===== config.mk =====
export PLATFORM = sky130hd
export DESIGN_NAME = prog_clock_divider
export DESIGN_NICKNAME = d
export VERILOG_FILES = /design/src/rtl/prog_clock_divider_pkg.sv /design/src/rtl/prog_clock_divider_div_channel.sv /design/src/rtl/prog_clock_divider.sv
export SDC_FILE = /design/constraint.sdc
export NUM_CORES = 1
export LEC_CHECK = 0
export CAP_MARGIN = 15
export CORE_ASPECT_RATIO = 1.1
export CORE_MARGIN = 2
export CORE_UTILIZATION = 40
export DETAILED_ROUTE_END_ITERATION = 8
export GPL_TIMING_DRIVEN = 0
export HOLD_SLACK_MARGIN = 0.03
export SLEW_MARGIN = 20
export SYNTH_ARGS = -nofsm -noshare
export SYNTH_HDL_FRONTEND = slang
export SYNTH_SLANG_ARGS = --single-unit

===== constraint.sdc =====
create_clock -name clk_in -period 5 [get_ports clk_in]
set_input_delay 1.25 -clock clk_in [delete_from_list [all_inputs] [get_ports clk_in]]
set_output_delay 1.25 -clock clk_in [all_outputs]
set_load 0.05 [all_outputs]

===== src/rtl/prog_clock_divider_pkg.sv =====
// Shared defaults and helpers for the programmable multi-channel clock divider.
package prog_clock_divider_pkg;

    localparam int DEF_NUM_CH  = 2;
    localparam int DEF_CNT_W   = 14;
    localparam int DEF_RST_DIV = 9999;

    // Width of a channel index; a single channel still needs one select bit.
    function automatic int ch_w(input int n);
        return (n > 1) ? $clog2(n) : 1;
    endfunction

endpackage


===== src/rtl/prog_clock_divider_div_channel.sv =====
// One divider channel: wrap counter, shadowed terminal count and registered outputs.
module div_channel
    import prog_clock_divider_pkg::*;
#(
    parameter int CNT_W   = DEF_CNT_W,
    parameter int RST_DIV = DEF_RST_DIV
) (
    input  logic             clk_in,
    input  logic             rst,
    input  logic             en,
    input  logic             wr,
    input  logic [CNT_W-1:0] wr_div,
    output logic             pend,
    output logic             clk_out,
    output logic             tick,
    output logic [1:0]       phase
);

    localparam logic [CNT_W-1:0] RST_VAL = CNT_W'(RST_DIV);

    logic [CNT_W-1:0] cnt;
    logic [CNT_W-1:0] div_act;
    logic [CNT_W-1:0] div_sh;
    logic             wrap;

    assign wrap = en && (cnt == div_act);

    always_ff @(posedge clk_in or posedge rst) begin
        if (rst) begin
            cnt     <= '0;
            clk_out <= 1'b0;
            tick    <= 1'b0;
        end else begin
            tick <= wrap;
            if (wrap) begin
                cnt     <= '0;
                clk_out <= ~clk_out;
            end else if (en) begin
                cnt <= cnt + CNT_W'(1);
            end
        end
    end

    // The shadow is promoted only at a wrap, so every period runs to completion
    // under one divisor. A write can only arrive while pend is low, so the
    // promotion at this wrap never sees a divisor written in the same cycle.
    always_ff @(posedge clk_in or posedge rst) begin
        if (rst) begin
            div_act <= RST_VAL;
            div_sh  <= RST_VAL;
            pend    <= 1'b0;
        end else begin
            if (wrap && pend) begin
                div_act <= div_sh;
                pend    <= 1'b0;
            end
            if (wr) begin
                div_sh <= wr_div;
                pend   <= 1'b1;
            end
        end
    end

    generate
        if (CNT_W >= 2) begin : g_phase_wide
            assign phase = cnt[1:0];
        end else begin : g_phase_narrow
            assign phase = {1'b0, cnt[0]};
        end
    endgenerate

endmodule


===== src/rtl/prog_clock_divider.sv =====
// Programmable divider: NUM_CH independent channels sharing one divisor-write port.
module prog_clock_divider
    import prog_clock_divider_pkg::*;
#(
    parameter int NUM_CH  = DEF_NUM_CH,
    parameter int CNT_W   = DEF_CNT_W,
    parameter int RST_DIV = DEF_RST_DIV
) (
    input  logic                      clk_in,
    input  logic                      rst,
    input  logic [NUM_CH-1:0]         en,
    input  logic                      cfg_valid,
    input  logic [ch_w(NUM_CH)-1:0]   cfg_ch,
    input  logic [CNT_W-1:0]          cfg_div,
    output logic                      cfg_ready,
    output logic [NUM_CH-1:0]         clk_out,
    output logic [NUM_CH-1:0]         tick,
    output logic [2*NUM_CH-1:0]       phase
);

    localparam int CH_W = ch_w(NUM_CH);

    logic [NUM_CH-1:0] pend;
    logic [NUM_CH-1:0] wr;

    // Handshake: a write transfers on a cycle where cfg_valid and cfg_ready are
    // both high. cfg_ready is combinational from cfg_ch and is low while that
    // channel still holds an unapplied divisor or when cfg_ch names no channel.
    always_comb begin
        cfg_ready = 1'b0;
        for (int i = 0; i < NUM_CH; i++) begin
            if (cfg_ch == CH_W'(i)) begin
                cfg_ready = ~pend[i];
            end
        end
    end

    always_comb begin
        wr = '0;
        for (int i = 0; i < NUM_CH; i++) begin
            wr[i] = cfg_valid && cfg_ready && (cfg_ch == CH_W'(i));
        end
    end

    generate
        for (genvar i = 0; i < NUM_CH; i++) begin : g_ch
            div_channel #(
                .CNT_W   (CNT_W),
                .RST_DIV (RST_DIV)
            ) u_ch (
                .clk_in  (clk_in),
                .rst     (rst),
                .en      (en[i]),
                .wr      (wr[i]),
                .wr_div  (cfg_div),
                .pend    (pend[i]),
                .clk_out (clk_out[i]),
                .tick    (tick[i]),
                .phase   (phase[2*i +: 2])
            );
        end
    endgenerate

endmodule


# Yosys cells after proc, flatten, opt, wreduce, memory -nomap -nowiden
# Index checks and enable logic that the tools add are counted.
[totals]
regBits = 90
output_inout_bits = 9
word_cells = 41
[op_classes]
add_sub_neg = 2
n_eq_ne = 2
mux = 9
bitwise = 5
n_reduce_logical = 11
[ops]
columns = ["operator", "count"]
rows = [
  ["$mux 14", 4],
  ["$add 14x1->14 const B", 2],
  ["$eq 14x14->1", 2],
  ["$reduce_bool 2->1", 4],
  ["$logic_and 1x1->1", 7],
  ["$mux 1", 5],
  ["$not 1->1", 5],
]

# Logic depth before layout (Yosys ltp)
[depth]
ltp_word = 5
ltp_mapped = 6

# Hierarchy
# A second synthesis with hierarchy kept.
[hier_totals]
hier_cells = 321
area_unflattened_um2 = 4145.2
[modules_own_cells]
columns = ["module", "instances", "cells_per_inst", "area_per_inst_um2", "seq_area_each_um2"]
rows = [
  ["div_channel", 2, 159, 2059.5, 1146.1],
  ["prog_clock_divider", 1, 3, 26.3, 0.0],
]

# Worst setup path after synthesis
# Ideal clock, no wire load.
[synth_path]
kind = "in2out"
start = "in cfg_ch"
end = "out cfg_ready"
arrival_time_ns = 2.096
setup_slack_ns = 1.654
stages = 1
n_path_buf = 0
path_cell_list = "mux2i_1"
[synth_via]
elab_chain_cells = 1
[synth_lines]
columns = ["element", "line_no", "source"]
rows = [
  ["start: declaration", "prog_clock_divider.sv:13", "input logic [ch_w(NUM_CH)-1:0] cfg_ch,"],
  ["$mux 1", "prog_clock_divider.sv:32", "if (cfg_ch == CH_W'(i)) begin"],
  ["end: declaration", "prog_clock_divider.sv:15", "output logic cfg_ready,"],
]
# Every way passes these cells.

# Worst setup path in the final report
# Ends and elaborated chain as after synthesis.

==> run metrics <==
outcome=finished clean; synth unique cells=31; GRT Residual Overflow=0; Critical Path AT=2.86 ns; #FFs+latches synth=90; Post-CTS Setup Inserts=0; CP max stage cell=clkdlybuf4s50_1; Logic pwr share=between 30% and 40%; MaxCap Viol Count=0; CP Buf/Inv Count=2; Antenna diodes=0; CP startpoint kind=primary input; Mean Syn Cell Area=12.83 sq um; switching fraction of total power=31.93%; Tmin final=4.109 ns; Final Net Count=388; Cell Area, Placed=around 4700 sq um; Top delay family on crit path=buffers and inverters; Worst Tran Pin Value=0.8234 ns; cts bufs inserted=9; CP Max Fanout=3; DR vias/cell=4.868; DIE AREA=11320 sq um; DRT antenna net count=0; Mapped Area=around 4200 sq um; Post-Syn Instances=327; GP Congestion=0.7998; Clock Tree Buf Depth=2; Pins Over Slew Limit=0; Pint=around 0.002 W; Worst Setup End Kind=output port; Clk network pwr share=between 20% and 30%; Final Hold Viols=0; placed cells=498; Clock Latency Late Sink=0.35 ns; Design Area, Final=4971 sq um; starting density of the core=40.75%; crit path cell chain=clkdlybuf4s50_1, mux2i_1, clkdlybuf4s50_1; vias in the first global route=2555; area grow syn2layout=18.49%; Non-Filler Instances=514; flop2flop setup slack=between 2 and 3 ns; num ports=29; hold_buf cts=0; I/O Buffers=27; RSZ-0062 raised after global routing=false; Crit Path Class=in -> out; Seq pwr share=between 40% and 50%; Ys Warns=0; Die H=111.4 um; final wirelength=7.854 mm; Leakage=2.018 nW; gr usage total=15.69%; Site Rows=39; Critical Path Most Common Cell=clkdlybuf4s50_1; initial DRC count=88; chip width=101.6 um; Core ar.=10300 sq um; Worst Path Required=3.75 ns; DRC Markers=0; sequential area share after synthesis=54.64%; share of cells above drive strength 1=34.23%; Synth Net Count=349; P per Cell Area=576.1 nW/um^2; DR WL/cell=between 15 and 20 um; maximum vdd drop=238.3 uV; drt pass-1 iters=4; overall power=0.002864 W; fmax=between 200 and 250 MHz; root buffer cell=clkbuf_16; final period utilization=82.18%; Reg clk slew, reported paths=about 0.06 ns; post-cts gate resize count=0; pin count of the biggest net entering global routing=53; filler cell count=935; first-pass GRT wire length=13.46 mm; DR vias=2502; TritonCTS clock tree=built; Final Setup Violations=0; Psw=0.0009145 W; H-tree depth=3; worst relative slew slack=44.99%; Sink Count=90; post-DP HPWL=between 5 and 6 mm; initial antenna violation count=0; crit-path max cell delay=0.83 ns; HP Class=reg -> reg; skew final=approximately 0.0055 ns
[worst register-to-register path: stages (launching register included)]
cell,delay [ns]
dfrtp_1,0.48
xnor2_1,0.31
nand4_1,0.26
nor4_4,0.52
buf_6,0.22
mux2_2,0.34
[cell usage in the layout (no fill, tap or decap), drive strengths merged]
master,instances
clkbuf,14
xor2,10
clkinv,4
nand2b,4
nor4,8
nand3,7
buf,18
o21ai,4
dfrtp,58
mux2,56
and3,2
nor2,27
nor3b,1
bufinv,1
inv,8
nand2,12
xnor2,43
nand4,20
dfstp,32
ha,2
mux2i,1
a21oi,1
o21bai,1
clkdlybuf4s50,27
o22ai,2
nor3,7
or3,1
[state kept, by name, indices dropped and copies added, names as in the netlist]
signal	flops
g_ch.u_ch.clk_out	2
g_ch.u_ch.cnt	28
g_ch.u_ch.div_act	28
g_ch.u_ch.div_sh	28
g_ch.u_ch.pend	2
g_ch.u_ch.tick	2
[cell families (layout without fill, tap and decap cells)]
group	count (synthesis)	after routing	synth area share (%)
AO/OA/AOI/OAI	8	8	1.074
AND/OR/NAND/NOR	89	89	12.29
XOR/XNOR	53	53	11.06
adder cells (fa/ha/maj)	2	2	0.5964
multiplexers	57	57	16.16
buffers and inverters	28	72	4.175
flip-flops	90	90	54.64
[metrics by stage]
| step | worst slack, ns | util [%] | hold slack (ns) | setup TNS [ns] |
|---|---|---|---|---|
| CTS | 0.8935 | 48.28 | 0.4721 | 0 |
| global placement | -0.009653 | 45.11 | 0.4592 | -0.2107 |
| finish | 0.8908 | 48.28 | 0.4650 | 0 |
| global route | 0.8578 | 48.28 | 0.4930 | 0 |
| detailed placement | 0.8981 | 45.40 | 0.4627 | 0 |
| floorplan | 1.468 | - | 0.4428 | 0 |
[cell type report]
cell class | count | area (sq um) | area share, %
Sequential cell | 90 | 2292 | 46.11
Multi-Input combinational cell | 209 | 1728 | 34.76
Timing Repair Buffer | 28 | 297.8 | 5.990
Clock buffer | 11 | 242.7 | 4.883
Tap cell | 143 | 178.9 | 3.599
Buffer | 20 | 145.1 | 2.920
Clock inverter | 5 | 53.80 | 1.082
Inverter | 8 | 32.53 | 0.6544
[per-layer routing]
metal  global-route usage [%]  vias up  wire length [um]
met5                        0        -                 0
met4                    7.207        0               212
met3                    4.269       14               218
met2                    23.42       28              3698
met1                    21.19     1267              3725
li1                         -     1193                 -
[Yosys cell counts]
cell type	number	share of area, %
o21bai_1	1	0.18
nand3_1	7	0.83
nor3_1	7	0.83
buf_4	8	1.4
ha_1	2	0.60
nor4_1	4	0.60
mux2_1	1	0.27
dfrtp_1	58	35
nand4_1	18	2.7
nor4_4	4	2.0
xor2_1	10	2.1
nand2_1	12	1.1
nand4_2	2	0.60
dfstp_2	32	20
nor3b_1	1	0.18
mux2i_1	1	0.24
clkbuf_1	3	0.27
nor2_1	27	2.4
a21oi_1	1	0.12
buf_2	5	0.60
nand2b_1	4	0.60
mux2_2	45	12
xnor2_1	43	9.0
o21ai_0	4	0.48
or3_1	1	0.15
and3_1	2	0.30
buf_6	3	0.81
buf_8	1	0.36
mux2_4	10	3.6
o22ai_1	2	0.30
inv_1	8	0.72
[power by group through the flow]
stage / sequential [W] / combinational [W] / clock (W)
floorplan: 0.00124 / 0.000742 / 0
global placement: 0.00130 / 0.000868 / 0
detailed placement: 0.00131 / 0.000894 / 0
CTS: 0.00130 / 0.000899 / 0.000698
global route: 0.00134 / 0.000973 / 0.000729
finish: 0.00130 / 0.000890 / 0.000677
[final timing paths]
path | start | end | cells past startpoint
min in group asynchronous | rst | g_ch[1].u_ch.div_sh[12]$_DFFE_PP0P_ | 2
hold reg to reg | g_ch[0].u_ch.clk_out$_DFFE_PP0N_ | g_ch[0].u_ch.clk_out$_DFFE_PP0N_ | 1
setup / recovery | cfg_ch | cfg_ready | 3
setup reg to reg | g_ch[1].u_ch.cnt[0]$_DFFE_PP0P_ | g_ch[1].u_ch.div_act[5]$_DFFE_PP0P_ | 5
max in group asynchronous | rst | g_ch[0].u_ch.div_sh[13]$_DFFE_PP1P_ | 3
hold / removal | g_ch[0].u_ch.clk_out$_DFFE_PP0N_ | g_ch[0].u_ch.clk_out$_DFFE_PP0N_ | 1
Note: power is estimated with default switching activity, not from simulation.
